File: src/rtl/filt_out_capture.sv
// Capture of the 1D filter output: drops warm-up samples, optionally decimates, buffers kept samples in a FWFT FIFO.
// Latency: a sample kept at edge N is presented on rd_valid/rd_data after edge N when the FIFO was empty.
// Backpressure: rd_ready stalls the read port; a kept sample arriving while full with no pop is dropped and sets sticky overflow.
// Optional FILT_CAP_DROPCNT_EN adds a saturating 16-bit drop_cnt output.

module filt_cap_fifo #(
    parameter int DW    = 16,
    parameter int DEPTH = 16,
    localparam int AW   = $clog2(DEPTH),
    localparam int LW   = AW + 1
) (
    input  logic          clk,
    input  logic          reset_n,
    input  logic          flush,
    input  logic          push,
    input  logic          pop,
    input  logic [DW-1:0] din,
    output logic [DW-1:0] dout,
    output logic [LW-1:0] level,
    output logic          full,
    output logic          empty
);
    logic [DW-1:0] mem [DEPTH];
    logic [AW-1:0] wr_ptr;
    logic [AW-1:0] rd_ptr;
    logic          do_push;
    logic          do_pop;

    assign empty   = (level == '0);
    assign full    = (level == LW'(DEPTH));
    assign do_pop  = pop && !empty;
    // A push into a full FIFO is legal only when a pop frees the slot on the same edge.
    assign do_push = push && (!full || do_pop);
    assign dout    = empty ? '0 : mem[rd_ptr];

    always_ff @(posedge clk) begin
        if (!reset_n || flush) begin
            wr_ptr <= '0;
            rd_ptr <= '0;
            level  <= '0;
        end else begin
            if (do_push) wr_ptr <= wr_ptr + 1'b1;
            if (do_pop)  rd_ptr <= rd_ptr + 1'b1;
            case ({do_push, do_pop})
                2'b10:   level <= level + 1'b1;
                2'b01:   level <= level - 1'b1;
                default: level <= level;
            endcase
        end
    end

    always_ff @(posedge clk) begin
        if (reset_n && !flush && do_push) mem[wr_ptr] <= din;
    end
endmodule

module filt_out_capture #(
    parameter int DW     = 16,
    parameter int DEPTH  = 16,
    parameter int WARMUP = 8,
    parameter int DECIM  = 1,
    localparam int LW    = $clog2(DEPTH) + 1
) (
    input  logic          clk,
    input  logic          reset_n,
    input  logic [DW-1:0] d,
    input  logic          in_en,
    input  logic          restart,
    input  logic          rd_ready,
    output logic          rd_valid,
    output logic [DW-1:0] rd_data,
    output logic [LW-1:0] level,
    output logic          overflow,
`ifdef FILT_CAP_DROPCNT_EN
    output logic [15:0]   drop_cnt,
`endif
    output logic          warm
);
    localparam int WCW = (WARMUP > 1) ? $clog2(WARMUP) : 1;
    localparam int PCW = (DECIM > 1) ? $clog2(DECIM) : 1;
    localparam logic [WCW-1:0] WLAST = WCW'((WARMUP > 0) ? WARMUP - 1 : 0);
    localparam logic [PCW-1:0] PLAST = PCW'(DECIM - 1);

    typedef enum logic {WARM, RUN} state_t;

    state_t         state;
    logic [WCW-1:0] wcnt;
    logic [PCW-1:0] phase;
    logic           keep;
    logic           pop;
    logic           full;
    logic           empty;
    logic           drop;

    assign keep     = (state == RUN) && in_en && (phase == '0);
    assign pop      = rd_valid && rd_ready;
    assign drop     = keep && full && !pop;
    assign rd_valid = !empty;
    assign warm     = (state == WARM);

    filt_cap_fifo #(.DW(DW), .DEPTH(DEPTH)) u_fifo (
        .clk     (clk),
        .reset_n (reset_n),
        .flush   (restart),
        .push    (keep),
        .pop     (rd_ready),
        .din     (d),
        .dout    (rd_data),
        .level   (level),
        .full    (full),
        .empty   (empty)
    );

    // Restart behaves as a local reset of everything but the clock.
    always_ff @(posedge clk) begin
        if (!reset_n || restart) begin
            state    <= (WARMUP > 0) ? WARM : RUN;
            wcnt     <= '0;
            phase    <= '0;
            overflow <= 1'b0;
        end else begin
            case (state)
                WARM: begin
                    if (in_en) begin
                        if (wcnt == WLAST) begin
                            state <= RUN;
                            wcnt  <= '0;
                        end else begin
                            wcnt <= wcnt + 1'b1;
                        end
                    end
                end
                default: begin
                    // Dropped samples still consume their decimation slot.
                    if (in_en) phase <= (phase == PLAST) ? '0 : phase + 1'b1;
                    if (drop)  overflow <= 1'b1;
                end
            endcase
        end
    end

`ifdef FILT_CAP_DROPCNT_EN
    always_ff @(posedge clk) begin
        if (!reset_n || restart) begin
            drop_cnt <= '0;
        end else if (drop && drop_cnt != 16'hFFFF) begin
            drop_cnt <= drop_cnt + 1'b1;
        end
    end
`endif
endmodule

File: config.mk
export PLATFORM = sky130hd
export DESIGN_NAME = filt_out_capture
export DESIGN_NICKNAME = d
export VERILOG_FILES = /design/src/rtl/filt_out_capture.sv
export SDC_FILE = /design/constraint.sdc
export NUM_CORES = 1
export LEC_CHECK = 0
export BUFFER_PORTS_ARGS = -buffer_cell sky130_fd_sc_hd__buf_2
export CAP_MARGIN = 0
export CORE_MARGIN = 1
export CORE_UTILIZATION = 61
export CTS_BUF_LIST = sky130_fd_sc_hd__clkbuf_2
export DETAILED_ROUTE_END_ITERATION = 16
export PLACE_DENSITY_LB_ADDON = 0.25
export SETUP_SLACK_MARGIN = 0.5
export SYNTH_ARGS = -nofsm -noshare
export SYNTH_HDL_FRONTEND = slang
export SYNTH_SLANG_ARGS = --single-unit
File: constraint.sdc
create_clock -name clk -period 3.4 [get_ports clk]
set_input_delay 0.17 -clock clk [delete_from_list [all_inputs] [get_ports clk]]
set_output_delay 0.17 -clock clk [all_outputs]
set_load 0.03 [all_outputs]
==> results of run 1 <==
routing by layer:
| layer | up-vias | share of wire | track usage |
|---|---|---|---|
| li1 | 2541 | - | - |
| met1 | 2930 | 0.38 | 0.3074 |
| met2 | 269 | 0.53 | 0.4535 |
| met3 | 48 | 0.060 | 0.06115 |
| met4 | 0 | 0.031 | 0.1259 |
| met5 | - | 0 | 0 |
power breakdown:
group	switching [mW]	internal (mW)
registers	0.000605	3.72
clock network	1.21	0.732
logic	0.0543	0.0268
flip-flops by register name (all words and copies together), names as in the netlist, named ones only:
name,cells
wcnt,3
state,1
u_fifo.wr_ptr,4
overflow,1
u_fifo.mem,256
u_fifo.level,5
u_fifo.rd_ptr,4
layout by cell type (no fill, tap or decap), types with 2 or more instances in the layout:
cell           Yosys  final
nor2_2             1     12
mux2_2            16      6
dfxtp_1           22     16
buf_4              1     38
buf_12             2      6
nand2b_1           6      6
xnor2_1            2      2
edfxtp_1         256    256
xor2_1             4      4
clkbuf_2           0     95
inv_1              9      9
nor2b_2            0      2
nand2_1            5      5
a21oi_1            8      8
inv_2              0      2
ha_1              11     11
nor3_2             0      4
dfxtp_4            0      3
dfxtp_2            0      3
buf_2              9     29
nor2_1            34     22
nand3_1            8      8
buf_6              3     21
nor2b_1           15     13
buf_16             0      2
dlygate4sd3_1      0     20
mux4_2            61     63
a221o_1           16     16
nor2_4             1      2
mux2i_1            5      5
clkinv_1           0      9
and2b_1            3      3
mux2_4             0     10
o211ai_1           2      2
or4_1              2      2
how the worst min path moves through the flow:
stage,start,to,depth (start not counted)
floorplan,d[0],u_fifo.mem[0][0]$_DFFE_PP_,0
global placement,in_en,state$_SDFF_PP0_,3
detailed placement,in_en,state$_SDFF_PP0_,3
CTS,in_en,state$_SDFF_PP0_,4
global route,d[15],u_fifo.mem[11][15]$_DFFE_PP_,2
finish,in_en,state$_SDFF_PP0_,4
through the flow:
step                std cells    util  worst slack (ns)
floorplan                 533       -            0.5946
detailed placement        805  0.6647            0.4824
finish                    958  0.7346            0.4399
global placement          805  0.6647            0.6640
global route              958  0.7346            0.3573
CTS                       950  0.7259            0.4272
worst max-delay path, stage by stage (launching register included):
cell     delay [ns]
dfxtp_4        0.37
or4_4          0.56
buf_4          0.18
nor2_4         0.13
nor3b_4        0.08
buf_2          0.22
a221o_1        0.35
buf_6          0.14
what timing repair did:
action                                  4_1_cts  5_1_grt
pin swaps                                     3        7
endpoints found under the setup margin       17       17
gates cloned                                  2        2
setup buffers                                17        5
hold endpoints to repair                    275        0
gates resized for setup                      44       29
hold buffers                                 20        0
cell families (layout without fill, tap and decap cells):
| logic type | Yosys count | after routing |
|---|---|---|
| compound gates | 33 | 33 |
| xor+xnor | 6 | 6 |
| fa+ha+maj | 12 | 12 |
| buf+inv | 34 | 233 |
| flops | 278 | 278 |
| mux | 85 | 85 |
| other cells | 0 | 1 |
| simple gates | 85 | 85 |
final cells by class:
cell class	count	share of cell area
clock buffer	95	0.03716
inverter	9	0.002641
clock inverter	11	0.003227
sequential	278	0.6365
multi-input combinational	221	0.2137
timing repair buffer	118	0.08460
antenna	1	0.0001956
tap	225	0.02200
==> results.yml, run 1 <==
run_status:
  result_of_the_run: "finished, final reports clean"
yosys:
  synthXorXnorAreaFrac: 0.004798
  yosys_warnings: 0
  synth_top_area_share: 0.7019
  synth_common_cells: "edfxtp_1 (256), mux4_2 (61), nor2_1 (34)"
  synth.avg_cell_area_um2: 20.55
  cell_area_after_synthesis_mm2: 0.01095
  syn-num-nets: 566
  synth-simple-area-share: 0.04055
  synth.area.mux_share: 0.1536
  synthDominantAreaCellType: "edfxtp_1"
  synth.yosys.seq_area_share: 0.7421
  postSynth.topFlopCell: "edfxtp_1"
  dominant_combinational_cell_family_by_area_after_synthesis: "multiplexers"
  synth.distinct_cells: 43
  synth-seq-cells: 278
  area_fraction_in_compound_gates_after_synthesis: 0.02616
  async_set_reset_flop_share_out_of_synthesis: 0
  synth_edf_count: 256
  synthMostInstantiatedCell: "edfxtp_1"
  yosys.area_share.adder: 0.01439
  yosys-top-cells-area: "edfxtp_1 (70%), mux4_2 (13%), dfxtp_1 (4.0%)"
  synthesis.instances: 533
critical_path:
  worstReg2RegEnd: "u_fifo.level[4]$_SDFFE_PP0P_"
  crit_fanout: 8
  worstSetupStartpoint: "u_fifo.level[0]$_SDFFE_PP0P_"
  timing.rr.start: "u_fifo.level[0]$_SDFFE_PP0P_"
  worst-r2r-setup-slack_ns: 0.58
  r2r_depth: 10
  critPathArrivalTime_ns: 2.79
  cp-start-kind: "register"
  required_ns: 3.23
  setup.worst_path.end: "rd_data[12]"
  worstSetupEndpointType: "primary output"
  kind_of_critical_path: "register to primary output"
cts:
  clock_insertion_delay_worst_skew_ns: 0.78
  cts_htree_levels: 3
  clock_path_buffers: 3
  cts_num_sinks: 278
  clk_root_buffer_cell: "clkbuf_2"
  clock_pin_slew_on_the_worst_setup_and_hold_paths_ns: 0.10
  tritoncts: "built"
  total_clock_buffers_created_by_cts: 67
floorplanning:
  initial_core_util: 0.6289
  floorplan.die_area_mm2: 0.01850
  design.portCount: 45
  die-width_um: 136
  core_region_area_mm2: 0.01742
  cell_rows: 48
  die-height_um: 136
grt:
  grt_remaining_overflow: 0
  via_count_of_the_first_global_routing_pass: 6223
  antenna_found_initial: 1
  global_route_wire_length_before_repair_um: 34000
  globalRouteTotalUtil: 0.2615
  grt_start_max_net_pins: 24
cells_and_area:
  layout.filler_cells: 1023
  post-route-cell-area_mm2: 0.01279
  layout-area-overhead-vs-synth_pct: 16.80
  ratio_of_cells_with_drive_above_1_in_the_final_layout: 0.4194
  multi_input_area_mm2: 0.002734
  final-seq-area_mm2: 0.008143
  num-nets-final: 728
place:
  dp_hpwl_um: 13150
  buffer_ports.inserted: 44
  gp_congestion: 0.8266
  detailed_place.area_mm2: 0.01158
pwr:
  fin_total_pwr_mw: 5.739
  static-leakage-power_nw: 4.353
  powerDensity_mw_per_mm2: 448.6
  power.ir.vdd_worst_v: 0.0002849
routing:
  routedWlPerCell_um: 23.87
  routed_via_density: 6.042
  detailroute.via_count: 5788
  postRouteWirelength_um: 22870
  detail_route.iter0.violations: 415
  post-route-drc-count: 0
  antenna_violating_nets_post_route: 0
  drtPass1Iterations: 4
sta:
  fin_hold_ws_ns: 0.2546
  timing_max_transition_violations_final: 0
  slew_headroom: 0.5579
  clock.fmax_ghz: 0.3378
  final_cycle_utilization_of_the_critical_path: 0.8706
  totalNegativeSetupSlack_ns: 0
  finalCriticalPeriod_ns: 2.960
  final-hold-violation-count: 0
  unrepaired_setup_endpoints_after_global_routing: "true"
  layout_skew_ns: 0.03595
  final-setup-viol-count: 0
  tightest_slew_ns: 0.6631
worst_hold_path:
  timing.hold.worst.class: "input port to register"
run:
  max_cap_violations: 0
No activity file was read; power rests on OpenSTA's default activity.
==> inputs of run 2 (changes only) <==
--- a/config.mk
+++ b/config.mk
@@ -9,10 +9,12 @@
 export CAP_MARGIN = 0
 export CORE_MARGIN = 1
 export CORE_UTILIZATION = 61
-export CTS_BUF_LIST = sky130_fd_sc_hd__clkbuf_2
+export CTS_BUF_LIST = sky130_fd_sc_hd__clkbuf_8 sky130_fd_sc_hd__clkbuf_16
 export DETAILED_ROUTE_END_ITERATION = 16
+export HOLD_SLACK_MARGIN = 0.08
 export PLACE_DENSITY_LB_ADDON = 0.25
 export SETUP_SLACK_MARGIN = 0.5
 export SYNTH_ARGS = -nofsm -noshare
 export SYNTH_HDL_FRONTEND = slang
+export SYNTH_HIERARCHICAL = 1
 export SYNTH_SLANG_ARGS = --single-unit
==> run 2 against run 1 <==
Effect of this change: count of clock-buffer cells in the layout is 68 lower; utilization is 1.2 points lower; critical path type unchanged; first-iteration DRC count is 36% higher; clock power is 56% higher; maximum frequency is 7.9% higher; combinational power is 5.7% higher; critical endpoint is now rd_data[6].
==> results.yml, run 2 <==
floorplanning:
  design.portCount: 45
  cell_rows: 49
  floorplan.die_area_mm2: 0.01880
  initial_core_util: 0.6219
  core_region_area_mm2: 0.01790
  die-width_um: 137.1
  die-height_um: 137.1
pwr:
  sequentialPowerShare: 0.545
  p_sw_frac: 0.1838
  powerDensity_mw_per_mm2: 528.3
  part_of_the_total_power_dissipated_in_the_clock_network: 0.442
  comb_power_share: 0.013
  internal_power_mw: 5.579
  switching_power_mw: 1.256
  fin_total_pwr_mw: 6.835
  power.ir.vdd_worst_v: 0.0004140
  static-leakage-power_nw: 4.169
routing:
  detailroute.via_count: 5827
  drtPass1Iterations: 5
  post-route-drc-count: 0
  routed-wl-met3_um: 1519
  routed_wire_length_on_met2_um: 12170
  antenna_violating_nets_post_route: 0
  postRouteWirelength_um: 23690
  topRoutingLayerUsed: "met4"
  routed_via_density: 6.403
  routedWlPerCell_um: 26.03
  met1Wirelength_um: 9353
  detail_route.iter0.violations: 563
place:
  pre_cts_ws_ns: 0.7010
  dp_cells: 835
  detailed_place.area_mm2: 0.01173
  gp_congestion: 0.8150
  buffer_ports.inserted: 44
  dp_hpwl_um: 13560
cells_and_area:
  largestRegisters: "u_fifo/mem x256, u_fifo/level x5"
  layout-area-overhead-vs-synth_pct: 16.22
  finalNonFillerCells: 910
  multi_input_area_mm2: 0.002833
  num-nets-final: 693
  layout_common_cells: "edfxtp_1 (256), mux4_2 (64), buf_2 (44), a211oi_1 (33), clkbuf_16 (27)"
  layout.cells.most_common: "edfxtp_1"
  post-route-util: 0.7227
  ratio_of_cells_with_drive_above_1_in_the_final_layout: 0.3128
  largest_register_ff_count: 256
  final-seq-area_mm2: 0.008139
  layout.filler_cells: 1067
  insertedDiodeCount: 0
  post-route-cell-area_mm2: 0.01294
  max_flop_register: "u_fifo/mem"
critical_path:
  worstSetupEndpointType: "primary output"
  worst_path_most_repeated_cell: "a211oi_1"
  crit_chain: "buf_4, mux4_2, nor2b_1, a211oi_1, a211oi_1, buf_2"
  critPathArrivalTime_ns: 2.57
  cpLargestDelayFamily: "compound AO/OA/AOI/OAI gates"
  cp-start-kind: "register"
  worst-r2r-setup-slack_ns: 0.69
  critPathMaxStageDelay_ns: 0.52
  required_ns: 3.23
  master_of_the_slowest_instance_on_the_critical_path: "a211oi_1"
  timing.critical_path.buf_inv: 2
  kind_of_critical_path: "register to primary output"
  crit_fanout: 7
grt:
  grt_remaining_overflow: 0
  global_route_wire_length_before_repair_um: 34780
  antenna_found_initial: 0
  grt_start_max_net_pins: 33
  globalRouteTotalUtil: 0.2615
  via_count_of_the_first_global_routing_pass: 6099
yosys:
  synth.distinct_cells: 49
  synth.yosys.seq_area_share: 0.7301
  yosys_warnings: 6
  postSynth.topFlopCell: "edfxtp_1"
  yosys-top-cells-area: "edfxtp_1 (69%), mux4_2 (13%), dfxtp_1 (4.0%)"
  synth_edf_count: 256
  syn-num-nets: 596
  synth_top_area_share: 0.6905
  async_set_reset_flop_share_out_of_synthesis: 0
  synthMostInstantiatedCell: "edfxtp_1"
  synth-seq-cells: 278
  synthesis.instances: 564
  synthDominantAreaCellType: "edfxtp_1"
  cell_area_after_synthesis_mm2: 0.01113
  synth_common_cells: "edfxtp_1 (256), mux4_2 (64), nor2_1 (40)"
  synth.avg_cell_area_um2: 19.74
cts:
  clock_pin_slew_on_the_worst_setup_and_hold_paths_ns: 0.06
  tritoncts: "built"
  clock_path_buffers: 3
  cts_num_sinks: 278
  total_clock_buffers_created_by_cts: 27
  cts_htree_levels: 1
  clock_insertion_delay_worst_skew_ns: 0.52
  clk_root_buffer_cell: "clkbuf_16"
sta:
  fin_hold_ws_ns: 0.1066
  clock.fmax_ghz: 0.3644
  final-hold-violation-count: 0
  layout_setup_ws_ns: 0.6558
  final_cycle_utilization_of_the_critical_path: 0.8071
  totalNegativeSetupSlack_ns: 0
  unrepaired_setup_endpoints_after_global_routing: "false"
  finalCriticalPeriod_ns: 2.744
  tightest_slew_ns: 0.8259
  layout_skew_ns: 0.01912
  timing_max_transition_violations_final: 0
  slew_headroom: 0.4483
  final-setup-viol-count: 0
worst_hold_path:
  timing.hold.worst.class: "input port to register"
run:
  max_cap_violations: 0
run_status:
  result_of_the_run: "finished, final reports clean"
==> run 2: changes by cell type in the layout (fill, tap and decap cells not counted), sizes merged, moves of 4 or more <==
cell,delta
clkbuf,-69
nor3,-4
a221o,-16
buf,-22
bufinv,+5
nor2b,+6
a21oi,-6
mux2i,+16
a211oi,+33
mux2,-15
o21ai,+4
nor2,+6
nand4,+4
==> run 2: final timing paths <==
check                                     start                             to  depth (start not counted)
setup reg to reg   u_fifo/level[3]$_SDFFE_PP0P_   u_fifo/level[4]$_SDFFE_PP0P_                          8
setup / recovery                       register                     rd_data[6]                          6
hold / removal                         rd_ready  u_fifo/rd_ptr[0]$_SDFFE_PP0N_                          4
hold reg to reg   u_fifo/rd_ptr[3]$_SDFFE_PP0N_                       register                          2
==> run 2: cell type report <==
class | count | area share
Inverter | 9 | 0.002804
Tap cell | 229 | 0.02214
Clock inverter | 22 | 0.01828
Sequential cell | 278 | 0.6290
Clock buffer | 27 | 0.05222
Multi-Input combinational cell | 249 | 0.2189
Timing Repair Buffer | 96 | 0.05657
==> run 2: cell families (layout without fill, tap and decap cells) <==
| group | Yosys count | after routing | share of synthesized area |
|---|---|---|---|
| multiplexers | 86 | 86 | 0.1494 |
| adder cells (fa/ha/maj) | 11 | 11 | 0.01304 |
| AND/OR/NAND/NOR | 92 | 92 | 0.04417 |
| AO/OA/AOI/OAI | 55 | 55 | 0.03989 |
| XOR/XNOR | 5 | 5 | 0.003933 |
| flip-flops | 278 | 278 | 0.7301 |
| buffers and inverters | 37 | 154 | 0.01956 |
==> run 2: power groups by stage <==
stage | combinational, mW | clock, mW | sequential (mW)
3_3_place_gp | 0.0602 | 0 | 3.80
5_1_grt | 0.0945 | 3.18 | 3.72
4_1_cts | 0.0855 | 3.06 | 3.73
3_5_place_dp | 0.0671 | 0 | 3.80
2_1_floorplan | 0.0122 | 0 | 3.80
6_report | 0.0856 | 3.02 | 3.73
==> run 2: per-layer routing <==
layer,up-vias,GRT usage
li1,2502,-
met1,3018,0.3390
met2,254,0.4461
met3,53,0.04185
met4,0,0.1020
met5,-,0
==> run 2: worst register-to-register path, delay by kind of cell, from the launching register on <==
| family | cells | cell delay [ns] |
|---|---|---|
| simple gates | 2 | 0.77 |
| fa+ha+maj | 1 | 0.32 |
| flops | 1 | 0.36 |
| buf+inv | 1 | 0.09 |
| compound gates | 4 | 1.06 |
==> run 2: what timing repair did <==
action	4_1_cts	5_1_grt
hold buffers	21	0
gates resized for setup	0	3
endpoints found under the setup margin	11	11
pin swaps	0	0
hold endpoints to repair	261	0
setup buffers	2	3
==> inputs of run 3 (changes only) <==
--- a/config.mk
+++ b/config.mk
@@ -5,10 +5,11 @@
 export SDC_FILE = /design/constraint.sdc
 export NUM_CORES = 1
 export LEC_CHECK = 0
+export ABC_AREA = 1
 export BUFFER_PORTS_ARGS = -buffer_cell sky130_fd_sc_hd__buf_2
 export CAP_MARGIN = 0
 export CORE_MARGIN = 1
-export CORE_UTILIZATION = 61
+export CORE_UTILIZATION = 55
 export CTS_BUF_LIST = sky130_fd_sc_hd__clkbuf_8 sky130_fd_sc_hd__clkbuf_16
 export DETAILED_ROUTE_END_ITERATION = 16
 export HOLD_SLACK_MARGIN = 0.08
==> constraint.sdc (replaced) <==
create_clock -name clk -period 2.48 [get_ports clk]
set_input_delay 0.124 -clock clk [delete_from_list [all_inputs] [get_ports clk]]
set_output_delay 0.124 -clock clk [all_outputs]
set_load 0.03 [all_outputs]
==> run 3 against run 2 <==
Effect of this change: sequential share of layout area is 6.2 points lower; critical path depth is 4 higher; non-clock buffer count is 34 higher; combinational power is 41% higher; register-to-register slack worse by 0.11 ns; via count is 42% higher; count of clock-buffer cells in the layout is 6 higher; flip-flop and latch count stayed put; sequential power is 37% higher; routed wire length is 30% higher; clock skew is 0.00074 ns higher; synthesized cell count is 79% higher; critical endpoint is now rd_data[5].
==> results.yml, run 3 <==
critical_path:
  required_ns: 2.36
  cp-start-kind: "register"
  crit_fanout: 19
  worst-r2r-setup-slack_ns: 0.58
  r2r_depth: 12
  timing.rr.start: "u_fifo/level[3]$_SDFFE_PP0P_"
  critPathArrivalTime_ns: 2.16
  kind_of_critical_path: "register to primary output"
  worstReg2RegEnd: "u_fifo/level[4]$_SDFFE_PP0P_"
  worstSetupEndpointType: "primary output"
pwr:
  power.ir.vdd_worst_v: 0.0006297
  fin_total_pwr_mw: 9.599
  powerDensity_mw_per_mm2: 668.8
  static-leakage-power_nw: 5.386
yosys:
  postSynth.topFlopCell: "edfxtp_1"
  synthDominantAreaCellType: "edfxtp_1"
  synth.yosys.seq_area_share: 0.7121
  synth_top_area_share: 0.6735
  syn-num-nets: 1041
  synth_edf_count: 256
  yosys-top-cells-area: "edfxtp_1 (67%), nand2_1 (11%), nand3_1 (9.0%)"
  synth.distinct_cells: 28
  synth.avg_cell_area_um2: 11.31
  synth-seq-cells: 278
  area_fraction_in_compound_gates_after_synthesis: 0.01842
  synthXorXnorAreaFrac: 0.002302
  dominant_combinational_cell_family_by_area_after_synthesis: "simple AND/OR/NAND/NOR gates"
  synthesis.instances: 1009
  synthMostInstantiatedCell: "nand2_1"
  synth_common_cells: "nand2_1 (337), edfxtp_1 (256), nand3_1 (205)"
  yosys.area_share.adder: 0.01272
  yosys_warnings: 6
  synth.area.mux_share: 0
  async_set_reset_flop_share_out_of_synthesis: 0
  cell_area_after_synthesis_mm2: 0.01141
  synth-simple-area-share: 0.2205
cts:
  clock_insertion_delay_worst_skew_ns: 0.54
  cts_htree_levels: 1
  clk_root_buffer_cell: "clkbuf_16"
  total_clock_buffers_created_by_cts: 28
  cts_num_sinks: 278
  clock_path_buffers: 3
  clock_pin_slew_on_the_worst_setup_and_hold_paths_ns: 0.06
  tritoncts: "built"
run:
  max_cap_violations: 0
cells_and_area:
  layout_common_cells: "nand2_1 (325), edfxtp_1 (256), nand3_1 (190), clkbuf_16 (36), buf_2 (28)"
  layout.cells.most_common: "nand2_1"
  final-seq-area_mm2: 0.008142
  num-nets-final: 1148
  post-route-cell-area_mm2: 0.01435
  multi_input_area_mm2: 0.003189
  largest_register_ff_count: 256
  ratio_of_cells_with_drive_above_1_in_the_final_layout: 0.2093
  layout.filler_cells: 1315
  largestRegisters: "u_fifo/mem x256, u_fifo/level x5"
  layout-area-overhead-vs-synth_pct: 25.74
  max_flop_register: "u_fifo/mem"
floorplanning:
  floorplan.die_area_mm2: 0.02133
  die-height_um: 146.1
  cell_rows: 52
  design.portCount: 45
  core_region_area_mm2: 0.02030
  die-width_um: 146.1
  initial_core_util: 0.5623
routing:
  drtPass1Iterations: 7
  post-route-drc-count: 0
  routedWlPerCell_um: 21.93
  antenna_violating_nets_post_route: 0
  routed_via_density: 5.876
  detailroute.via_count: 8273
  detail_route.iter0.violations: 788
  postRouteWirelength_um: 30880
sta:
  final-hold-violation-count: 0
  clock.fmax_ghz: 0.4380
  layout_skew_ns: 0.01986
  final_cycle_utilization_of_the_critical_path: 0.9206
  final-setup-viol-count: 0
  slew_headroom: 0.5529
  unrepaired_setup_endpoints_after_global_routing: "true"
  finalCriticalPeriod_ns: 2.283
  tightest_slew_ns: 0.6700
  timing_max_transition_violations_final: 0
  fin_hold_ws_ns: 0.4680
  totalNegativeSetupSlack_ns: 0
grt:
  grt_start_max_net_pins: 36
  antenna_found_initial: 1
  via_count_of_the_first_global_routing_pass: 7869
  globalRouteTotalUtil: 0.2761
  grt_remaining_overflow: 0
  global_route_wire_length_before_repair_um: 44260
worst_hold_path:
  worstHoldStart: "overflow$_SDFFE_PP0P_"
  holdPathStages: 2
  timing.hold.worst.class: "register to register"
  hold_path_end: "overflow$_SDFFE_PP0P_"
place:
  detailed_place.area_mm2: 0.01208
  gp_congestion: 0.7771
  dp_hpwl_um: 14380
  buffer_ports.inserted: 44
run_status:
  result_of_the_run: "finished, final reports clean"
[run 3: changes by cell type after synthesis, moves of 4 or more]
cell      before  now
mux4_2        64    0
nor2_1        40   45
nand2_1        5  337
o21ai_0        1   12
a211oi_1      34    0
nand2b_1       5    0
nand3_1        5  205
inv_1          8   24
mux2i_1       21    0
nor2b_1       20    0
buf_2          4   33
a21oi_1        3   25
nand2_2        0    4
[run 3: metrics by stage]
stage	setup slack, ns	util	std cells
2_1_floorplan	0.3893	-	1009
3_3_place_gp	0.5290	0.5949	1304
3_5_place_dp	0.4708	0.5949	1304
4_1_cts	0.2472	0.6851	1396
5_1_grt	0.1318	0.7070	1408
6_report	0.1969	0.7070	1408
[run 3: routing by layer]
| metal | GRT usage | vias to the layer above | part of all wire |
|---|---|---|---|
| met4 | 0.09740 | 0 | 0.036 |
| met3 | 0.04344 | 95 | 0.11 |
| met1 | 0.3779 | 3966 | 0.37 |
| met5 | 0 | - | 0 |
| li1 | - | 3723 | - |
| met2 | 0.4529 | 489 | 0.49 |
[run 3: where the power goes]
group	total, mW	internal [mW]	switching (mW)
clock network	4.37	2.64	1.72
logic	0.121	0.0415	0.0796
registers	5.11	5.11	0.00144
total	9.60	7.79	1.80
[run 3: worst max-delay path, stage by stage (launching register included)]
cell and delay [ns]:
dfxtp_4 0.41, clkinv_8 0.13, buf_16 0.17, buf_4 0.12
nand2_1 0.04, nand3_1 0.07, nand3_1 0.09, nand2_1 0.10
nand2_1 0.10, a21oi_4 0.24, buf_6 0.16
[run 3: worst max-delay path by stage]
stage               depth (start not counted)                          to                          from
finish                                     10                  rd_data[5]                      register
global route                               10                  rd_data[8]                      register
CTS                                        10                  rd_data[8]                      register
detailed placement                          9                  rd_data[3]                      register
global placement                            9                 rd_data[14]                      register
floorplan                                   6  u_fifo/mem[0][0]$_DFFE_PP_  u_fifo/level[3]$_SDFFE_PP0P_
[run 3: final cells by class]
| type | count | area share |
|---|---|---|
| diodes | 1 | 0.0001744 |
| clock buffers | 33 | 0.05440 |
| clock inverters | 18 | 0.01299 |
| inverters | 29 | 0.009416 |
| multi-input cells | 649 | 0.2222 |
| flip-flops and latches | 278 | 0.5673 |
| well taps | 270 | 0.02354 |
| repair buffers | 130 | 0.1099 |
[run 3: cell families (layout without fill, tap and decap cells)]
| kind of cell | count (synthesis) | count (layout) |
|---|---|---|
| other | 0 | 1 |
| flip-flops | 278 | 278 |
| AO/OA/AOI/OAI | 40 | 40 |
| buffers and inverters | 82 | 210 |
| AND/OR/NAND/NOR | 595 | 595 |
| XOR/XNOR | 3 | 3 |
| adder cells (fa/ha/maj) | 11 | 11 |
[run 3: timing repair]
action,in CTS,in global routing
endpoints found under the setup margin,18,274
hold endpoints to repair,271,0
gates cloned,10,8
resized for setup,74,53
setup buffers,9,3
hold buffers,22,0
pin swaps,9,38
